**config.mk**
```make
export PLATFORM = sky130hd
export DESIGN_NAME = regfile_2r1w_flat
export DESIGN_NICKNAME = d
export VERILOG_FILES = /design/src/rtl/regfile_2r1w_if.sv /design/src/rtl/regfile_2r1w.sv /design/src/flat_wrapper.sv
export SDC_FILE = /design/constraint.sdc
export NUM_CORES = 1
export LEC_CHECK = 0
export ABC_AREA = 1
export BUFFER_PORTS_ARGS = -buffer_cell sky130_fd_sc_hd__clkbuf_2
export CELL_PAD_IN_SITES_DETAIL_PLACEMENT = 0
export CELL_PAD_IN_SITES_GLOBAL_PLACEMENT = 1
export CORE_UTILIZATION = 25
export DETAILED_ROUTE_END_ITERATION = 10
export MAX_ROUTING_LAYER = met4
export PLACE_DENSITY = 0.46
export SYNTH_ARGS = -nofsm -noshare
export SYNTH_HDL_FRONTEND = slang
export SYNTH_SLANG_ARGS = --single-unit
```
**constraint.sdc**
```tcl
create_clock -name clk -period 4.1 [get_ports clk]
set_clock_uncertainty 0.1 [all_clocks]
set_input_delay 0.615 -clock clk [delete_from_list [all_inputs] [get_ports clk]]
set_output_delay 0.615 -clock clk [all_outputs]
set_load 0.02 [all_outputs]
```
**src/rtl/regfile_2r1w_if.sv**
```systemverilog
// Register-file access bundle: two read ports, one write port and the ready flag.
interface regfile_2r1w_if #(
  parameter int unsigned WIDTH = 32,
  parameter int unsigned AW    = 5
);
  logic [AW-1:0]    rdA;
  logic [AW-1:0]    rdB;
  logic [AW-1:0]    wrAddr;
  logic [WIDTH-1:0] wrData;
  logic             wrEn;
  logic [WIDTH-1:0] outA;
  logic [WIDTH-1:0] outB;
  logic             ready;

  modport master (
    output rdA, rdB, wrAddr, wrData, wrEn,
    input  outA, outB, ready
  );

  modport slave (
    input  rdA, rdB, wrAddr, wrData, wrEn,
    output outA, outB, ready
  );
endinterface

```
**src/rtl/regfile_2r1w.sv**
```systemverilog
// 2-read/1-write register file, r0 hardwired to zero, with a post-reset clear sweep.
// Define REGFILE_BYPASS_EN for same-cycle write-to-read forwarding.
module regfile_2r1w #(
  parameter int unsigned WIDTH = 32,
  parameter int unsigned AW    = 5
) (
  input logic             clk,
  input logic             rst,
  regfile_2r1w_if.slave   bus
);
  localparam logic [AW-1:0] LAST = '1;

  typedef enum logic {CLEAR, RUN} state_t;

  state_t            state;
  logic [AW-1:0]     ptr;
  logic              ready;
  logic [WIDTH-1:0]  mem [1:2**AW-1];
  logic [WIDTH-1:0]  rd_a;
  logic [WIDTH-1:0]  rd_b;
  logic              wr_ok;

  assign wr_ok = ready && bus.wrEn && (bus.wrAddr != '0);

  always_ff @(posedge clk) begin
    if (rst) begin
      state <= CLEAR;
      ptr   <= AW'(1);
      ready <= 1'b0;
    end else begin
      case (state)
        CLEAR: begin
          if (ptr == LAST) begin
            state <= RUN;
            ready <= 1'b1;
          end else begin
            ptr <= ptr + AW'(1);
          end
        end
        RUN: ;
        default: state <= CLEAR;
      endcase
    end
  end

  // Storage has no reset of its own; the sweep zeroes it while ready masks the reads.
  always_ff @(posedge clk) begin
    if (!rst) begin
      if (state == CLEAR) begin
        if (ptr != '0) mem[ptr] <= '0;
      end else if (wr_ok) begin
        mem[bus.wrAddr] <= bus.wrData;
      end
    end
  end

  always_comb begin
    rd_a = '0;
    rd_b = '0;
    if (bus.rdA != '0) rd_a = mem[bus.rdA];
    if (bus.rdB != '0) rd_b = mem[bus.rdB];
`ifdef REGFILE_BYPASS_EN
    if (wr_ok && (bus.rdA == bus.wrAddr)) rd_a = bus.wrData;
    if (wr_ok && (bus.rdB == bus.wrAddr)) rd_b = bus.wrData;
`endif
  end

  assign bus.outA  = ready ? rd_a : '0;
  assign bus.outB  = ready ? rd_b : '0;
  assign bus.ready = ready;
endmodule

```
**src/flat_wrapper.sv**
```systemverilog
// flat-port wrapper written by rule: the top's interface ports become plain ports
module regfile_2r1w_flat 
#(
  parameter int unsigned WIDTH = 32,
  parameter int unsigned AW    = 5
)
  (clk, rst, bus_rdA, bus_rdB, bus_wrAddr, bus_wrData, bus_wrEn, bus_outA, bus_outB, bus_ready);
  regfile_2r1w_if #(.WIDTH(WIDTH), .AW(AW)) bus_i ();
  input logic clk;
  input logic rst;
  input wire logic [$bits(bus_i.rdA)-1:0] bus_rdA;
  input wire logic [$bits(bus_i.rdB)-1:0] bus_rdB;
  input wire logic [$bits(bus_i.wrAddr)-1:0] bus_wrAddr;
  input wire logic [$bits(bus_i.wrData)-1:0] bus_wrData;
  input wire logic [$bits(bus_i.wrEn)-1:0] bus_wrEn;
  output wire logic [$bits(bus_i.outA)-1:0] bus_outA;
  output wire logic [$bits(bus_i.outB)-1:0] bus_outB;
  output wire logic [$bits(bus_i.ready)-1:0] bus_ready;
  assign bus_i.rdA = bus_rdA;
  assign bus_i.rdB = bus_rdB;
  assign bus_i.wrAddr = bus_wrAddr;
  assign bus_i.wrData = bus_wrData;
  assign bus_i.wrEn = bus_wrEn;
  assign bus_outA = bus_i.outA;
  assign bus_outB = bus_i.outB;
  assign bus_ready = bus_i.ready;
  regfile_2r1w #(.WIDTH(WIDTH), .AW(AW)) u_core (.clk(clk), .rst(rst), .bus(bus_i));
endmodule
```
After elaboration in Yosys (flattened, before gate mapping)
Memories as Yosys holds them, arrays and structs flattened.
Index checks and enable logic that the tools add are counted.
{"block": "totals", "regBits": 7, "ram_bits": 992, "in_bits": 50, "out_inout_bits": 65, "wordCells": 34, "n_memories": 1}
{"memory": "u_core.mem", "depth": 31, "word_bits": 32, "rd": 2, "rd_ports_with_merged_regs": 0, "write_ports": 1, "line": "regfile_2r1w.sv:18", "source": "logic [WIDTH-1:0] mem [1:2**AW-1];"}
{"block": "op_classes", "addsub": 1, "n_eq_ne": 1, "muxes": 17, "n_bitwise": 2, "reduce_logical": 9}
{"cell": "$mux 32", "n": 5}
{"cell": "$reduce_or 32->1", "n": 1}
{"cell": "$reduce_bool 5->1", "n": 4}
{"cell": "$mux 1", "n": 11}
{"cell": "$add 5x1->5 const B", "n": 1}
{"cell": "$eq 5x5->1 const B", "n": 1}
{"cell": "$mux 5", "n": 1}
{"cell": "$reduce_and 2->1", "n": 2}
{"cell": "$logic_and 1x1->1", "n": 2}
{"cell": "$not 1->1", "n": 2}

Depth between registers and ports, before layout
Gate-level depths: netlist (run 1).
{"block": "logic_depth", "word_depth": 8, "mapped_depth": 12, "depth_no_buf": 10}

Worst setup path before layout (run 1)
Ideal clock, no wire load.
{"block": "synth_timing", "kind": "input to register", "startpoint": "input rst", "endpoint": "memory u_core.mem[4][0] (enable)", "setup_ns": 0.421, "arrival_ns": 2.809, "slack_ns": 0.770, "cell_stages": 10, "cell_sequence": "inv_2 > nand3_2 > nor2_4 > nand2_4 > buf_6 > nand2_1 > o21ai_2 > nor2_1 > nand2_1 > nor2_1"}
{"block": "synth_between", "elab_chain_len": 4}
{"element": "start: declaration", "line": "flat_wrapper.sv:10", "source": "input logic rst;"}
{"element": "$mux 1", "line": "regfile_2r1w.sv:48", "source": "if (!rst) begin"}
{"element": "$mux 1 (not written as such)", "line": "regfile_2r1w.sv:52", "source": "mem[bus.wrAddr] <= bus.wrData;"}
{"element": "$reduce_or 32->1 (no line)"}
{"element": "$mux 5 (no line) / $mux 1 (equally long branches)"}
{"element": "end: declaration", "line": "regfile_2r1w.sv:18"}
Parallel ways exist; a longest one is shown, timed or not.

Worst setup path in the final report (run 1)
{"block": "layout_timing", "startpoint": "input bus_rdA[0]", "endpoint": "output bus_outA[30]"}
{"block": "layout_between", "elab_chain_len": 3}
{"element": "start: declaration", "line": "flat_wrapper.sv:11", "source": "input wire logic [$bits(bus_i.rdA)-1:0] bus_rdA;"}
{"element": "$mem_v2 31x32 / $reduce_bool 5->1 (equally long branches)"}
{"element": "$mux 32 (*)", "line": "regfile_2r1w.sv:60", "source": "if (bus.rdA != '0) rd_a = mem[bus.rdA];"}
{"element": "$mux 32 (*)", "line": "regfile_2r1w.sv:68", "source": "assign bus.outA = ready ? rd_a : '0;"}
{"element": "end: declaration", "line": "flat_wrapper.sv:16", "source": "output wire logic [$bits(bus_i.outA)-1:0] bus_outA;"}
Mark *: on every way between the ends. The rest lies on a longest branch, timed or not.

==> results of run 1 <==
## where the power goes
part / leakage (nW) / internal [mW] / switching (mW)
Sequential: 7.37 / 11.2 / 0.0322
Combinational: 18.0 / 0.630 / 1.67
Clock: 1.99 / 6.65 / 4.68
Total: 27.3 / 18.4 / 6.39
## flip-flops by register name (all words and copies together) (netlist names)
register          count
u_core.state          1
u_core.bus.ready      1
u_core.ptr            5
u_core.mem          992
## timing repair
item                      4_1_cts  5_1_grt
resized for setup               0        0
hold endpoints to repair        4        0
hold buffers                    1        0
## cells by family after synthesis
| logic type | count (synthesis) |
|---|---|
| buffers and inverters | 1327 |
| adder cells (fa/ha/maj) | 3 |
| AO/OA/AOI/OAI | 146 |
| flip-flops | 999 |
| AND/OR/NAND/NOR | 4075 |
## cell type report
cell class | instances | share of cell area
sequential | 999 | 0.473
inverter | 891 | 0.0536
clock inverter | 48 | 0.00621
tap | 2821 | 0.0558
timing repair buffer | 379 | 0.0612
clock buffer | 178 | 0.0580
antenna | 2 | 0.0000791
multi-input combinational | 4224 | 0.292
## worst reg2reg max path, delay by kind of cell, from the launching register on
kind | cells | cell delay, ns
AND/OR/NAND/NOR | 3 | 1.19
adder cells (fa/ha/maj) | 1 | 0.21
buffers and inverters | 2 | 0.41
flip-flops | 1 | 0.38
AO/OA/AOI/OAI | 2 | 0.33
## per-layer routing
| metal | vias up | global-route usage |
|---|---|---|
| li1 | 21400 | - |
| met1 | 23200 | 0.329 |
| met2 | 1628 | 0.361 |
| met3 | 277 | 0.0284 |
| met4 | 0 | 0.0485 |
| met5 | - | - |
## worst paths after layout
path | startpoint | to | slack, ns | cells after the start
min | bus_wrData[11] | u_core.mem[5][11] | 0.27 | 3
max | bus_rdA[0] | bus_outA[30] | 0.42 | 12
max reg2reg | u_core.ptr[0] | u_core.mem[10][15] | 1.12 | 8
min reg2reg | u_core.ptr[1] | u_core.ptr[1] | 0.42 | 2
## through the flow
stage	cells	hold WS, ns	power [mW]
global placement	9313	0.425	13.7
floorplan	6550	0.376	12.7
global route	9540	0.261	25.6
CTS	9540	0.219	25.1
finish	9542	0.271	24.8
detailed placement	9313	0.417	13.7
## cells in the mapped netlist (4+ instances only)
| cell type | count |
|---|---|
| edfxtp_1 | 992 |
| buf_2 | 272 |
| nand3_1 | 1605 |
| a21oi_1 | 133 |
| buf_4 | 15 |
| nand4_1 | 4 |
| nand2_1 | 2258 |
| inv_2 | 6 |
| nor2_1 | 198 |
| o21ai_0 | 6 |
| buf_6 | 12 |
| clkbuf_1 | 79 |
| inv_1 | 882 |
| o21ai_2 | 4 |
| buf_1 | 58 |
| dfxtp_1 | 7 |
==> results.md, run 1 <==
- Crit start category: input pin
- Clk sinks: 999
- Fin area: 0.0632 mm2
- Clock-pin transition on the worst setup and hold timing paths: 0.06 ns
- Layout net count: 6679
- Port-buffer cells: 114
- Final Hold Vio Count: 0
- FF+latch count, synth: 999
- Compound-Gate Fraction of Synth Area: 0.0139
- Via count: 46500
- Core Region: 0.213 mm2
- Final ANT Viol Nets: 0
- Path type of the worst min-delay path: input pin to register
- Largest family of logic cells by synthesized area: simple AND/OR/NAND/NOR gates
- DP Area: 0.0592 mm2
- Synth Area in Adders: 0.000701
- Vias per inst: 4.87
- H-tree depth: 4
- PwrDens: 393 mW/mm2
- Count of pins over their slew limit: 0
- Status: finished, violations left
- Post CTS Setup Buffer Count: 0
- Top FF cell, synth: edfxtp_1
- Worst-Margin Slew: approximately 0.98 ns
- Row Count: 169
- Slowest CP cell: nor2_1
- I/O pins: 115
- Top Layer Used: met4
- Clk buf depth: 3
- Crit-path cells: buf_8, inv_8, buf_12, nand2_1, nand3_1, nand2_1, nand2_1, nand2_1, nand3_1, nand2_1, nor2_1, clkbuf_2
- Die H: 465 um
- Min Tclk post-route: 3.68 ns
- Synth area leaders: edfxtp_1, nand2_1, nand3_1, inv_1, buf_2
- Layout filler cell count: 22500
- Die Wd: 465 um
- Mapped Area: roughly 0.054 mm2
- Drt total wl: 250000 um
- Most common cell after layout, fill and taps aside: nand2_1
- CP top delay family: buffers and inverters
- Crit path capture type: output port
- Avg Cell Area, Syn: 8.17 um2
- Async SR Flop Fraction: 0
- DRT iter0 DRCs: a little under 5000
- Overall Global Routing Usage: 0.234
- Synth Area in Simple Gates: 0.324
- WL per Instance: 26.2 um
- Multi-input gate area: approximately 0.018 mm2
- Most frequent cells in the layout: nand2_1, nand3_1, edfxtp_1
- Final RePlAce weighted congestion: roughly 0.80
- Crit Path Max Fanout: 51
- Failing checks: design-rule violations
- Cells after Synth: roughly 6600
- YS warnings: 0
- Unrepaired setup endpoints after global routing: false
- Sequential cell area: 0.0299 mm2
- WL met3: 14000 um
- DP Wirelength: 141000 um
- Mux cell area share after synthesis: 0
- Share of the synthesized area in the top cell type: 0.556
- Clk_lat worst skew: 0.78 ns
- TritonRoute pass-1 iters: 10
- Max VDD drop: 0.423 mV
- CP arrival: 2.96 ns
- M1 WL: 118000 um
- Layout cells sized above 1: 0.0936
- Congestion Overflow GR: 0
- WP buf/inv: 4
- Post-synth cell types: 24
- Largest net degree at the start of global routing: 113
- Max_slew headroom: 0.346
- Post-Route Utilization: 0.298
- Achievable Freq: around 270 MHz
- Tcrit/Tclk final: 0.897
- # setup viols final: 0
- Leak: ~27 nW
- Setup_tns: 0 ns
- Met2 WL: 113000 um
- Number of flops mapped to enable cells by yosys: 992
- First-pass GRT wire length: 351000 um
- DRC: 12
- Clk root buf: clkbuf_16
- Vias in the first global route: 45400
- Initial Utilization: 0.252
- Num CTS Buffers: 131
- Area Overhead vs Synth: 18.1%
- Critical Path RT: between 3 and 4 ns
- Post-synthesis xor/xnor area fraction: 0
- Die Area: 0.216 mm2
- Most used cell, CP: nand2_1
- Final worst slack: 0.421 ns
- Register area share after synthesis: 0.559
- Max-cap viol count: 0
- DP Worst Slack: 0.490 ns
- Initial antenna violation count: 13
- Syn nets: 6603
- Largest area contributor in the netlist: edfxtp_1
- CTS tree: built
- WS Path Type: input pin to output port
- Max incr delay on CP: 0.52 ns
No activity file was read; power rests on OpenSTA's default activity.
==> run 2, diff against run 1 <==
Settings changed: CORE_UTILIZATION 25 to 40, PLACE_DENSITY 0.46 to 0.68.
==> run 2 against run 1 <==
Compared with the run above:
- maximum frequency increased by 1.6%
- the flow now finishes without violations
- clock power about the same
- sequential share of layout area increased by 1.6 points
- combinational power decreased by 7%
- critical path depth decreased by 6
- flip-flop and latch count unchanged
- utilization increased by 17 points
- first-iteration DRC count increased by 8.4%
- routed wire length decreased by 18%
- non-clock buffer count decreased by 59
==> results.md, run 2 (synthesis gave the netlist of run 1 again) <==
- Status: completed
- Clk buf depth: 3
- Max incr delay on CP: 0.66 ns
- Achievable Freq: 276 MHz
- Clk sinks: around 1000
- Post-Route Utilization: 0.463
- DP Wirelength: 115000 um
- TritonRoute pass-1 iters: 7
- Path type of the worst min-delay path: input pin to register
- Final Hold Vio Count: 0
- Clock-pin transition on the worst setup and hold timing paths: 0.06 ns
- Top flop regs: u_core.mem x992, u_core.ptr x5
- Layout cells sized above 1: 0.0855
- Max-cap viol count: 0
- Post-CTS resize count: 0
- Non-Filler Instances: 8409
- DP Area: around 0.057 mm2
- Most common cell after layout, fill and taps aside: nand2_1
- Worst-Margin Slew: about 0.86 ns
- Fin area: 0.0612 mm2
- CP Launch Point: u_core.bus.ready
- CP arrival: 2.91 ns
- Die Area: 0.135 mm2
- Clk_lat worst skew: 0.74 ns
- Count of pins over their slew limit: 0
- Final worst slack: 0.478 ns
- Register with the most flip-flops: u_core.mem
- Via count: around 46000
- First-pass GRT wire length: approximately 300000 um
- Die H: 368 um
- Switching power: roughly 6 mW
- CP top delay family: buffers and inverters
- Initial Utilization: 0.405
- Min Tclk post-route: 3.62 ns
- Clk root buf: clkbuf_16
- Slowest CP cell: dfxtp_1
- Sequential fraction of design power: 0.459
- Post CTS Setup Buffer Count: 0
- Port-buffer cells: 114
- Drt total wl: 205000 um
- WL per Instance: 24.3 um
- Final ANT Viol Nets: 0
- Initial antenna violation count: 6
- Layout filler cell count: 12900
- Area Overhead vs Synth: 14.3%
- Overall power: 24.4 mW
- Max_slew headroom: 0.424
- DP Worst Slack: 0.538 ns
- DRC: 0
- Hold Buf Count CTS: 0
- # setup viols final: 0
- Most frequent cells in the layout: nand2_1, nand3_1, edfxtp_1
- WS Path Type: register to output port
- Multi-input gate area: 0.0184 mm2
- Reg-to-reg startpoint: u_core.bus.ready
- Num CTS Buffers: 119
- Row Count: about 130
- Largest net degree at the start of global routing: 108
- Congestion Overflow GR: 0
- Internal: 18.4 mW
- Overall Global Routing Usage: 0.306
- Setup_tns: 0 ns
- Switching share of total power: 0.246
- Vias in the first global route: about 44000
- Placed Instances: 8189
- WP buf/inv: 3
- Flop2flop setup slack: 0.79 ns
- H-tree depth: 3
- Sequential cell area: 0.0299 mm2
- Critical Path RT: 3.38 ns
- Comb power frac: 0.088
- Die Wd: 368 um
- Layout net count: 6608
- CTS tree: built
- Crit path capture type: output port
- PwrDens: between 300 and 400 mW/mm2
- Crit-path cells: o21ai_1, inv_2, buf_4, nand2_1, nor2_1, clkbuf_2
- Crit start category: register
- Crit Path Max Fanout: 15
- Leak: 26.9 nW
- Vias per inst: roughly 5.5
- Hold Crit Start: rst
- Final RePlAce weighted congestion: ~0.85
- Clock network power share: 0.453
- Unrepaired setup endpoints after global routing: false
- Max reg flops: 992
- Max VDD drop: 0.320 mV
- Core Region: 0.132 mm2
- Final hold slack: 0.0796 ns
- DRT iter0 DRCs: roughly 5300
- Tcrit/Tclk final: 0.883
- I/O pins: ~120
==> run 2: power groups by stage <==
stage / Combinational, mW / Clock, mW / Sequential (mW)
after detailed placement: 2.11 / 0 / 11.4
final: 2.14 / 11.0 / 11.2
after CTS: 2.11 / 11.2 / 11.2
after floorplan: 1.26 / 0 / 11.4
after global routing: 2.28 / 11.5 / 11.2
after global placement: 2.12 / 0 / 11.4
==> run 2: area by class of cell <==
type,instances,area share
multi-input cells,4224,0.302
well taps,1755,0.0359
inverters,891,0.0554
clock inverters,71,0.0133
flip-flops and latches,999,0.489
clock buffers,148,0.0518
diodes,1,0.0000409
repair buffers,320,0.0529
==> run 2: worst reg2reg max path, cell delays in order (launching register included) <==
cell     delay [ns]
dfxtp_1        0.66
inv_1          0.17
nor2_4         0.18
nand2_4        0.17
o21ai_1        0.41
nand2_1        0.36
nor2_4         0.63
buf_12         0.29
==> run 2: path summary, 6_finish.rpt <==
path | cells after the start | to
worst max-delay path | 6 | bus_outB[0]
worst min-delay path | 2 | u_core.bus.ready
worst max register to register | 7 | u_core.mem[7][0]
worst min register to register | 2 | u_core.ptr[1]
==> run 2: layer usage <==
| layer | up-vias | track usage | wire, um |
|---|---|---|---|
| met4 | 0 | 0.0853 | 5600 |
| met2 | 2210 | 0.484 | 94700 |
| met1 | 22300 | 0.408 | 87400 |
| li1 | 21300 | - | - |
| met5 | - | - | 0 |
| met3 | 373 | 0.0463 | 16900 |
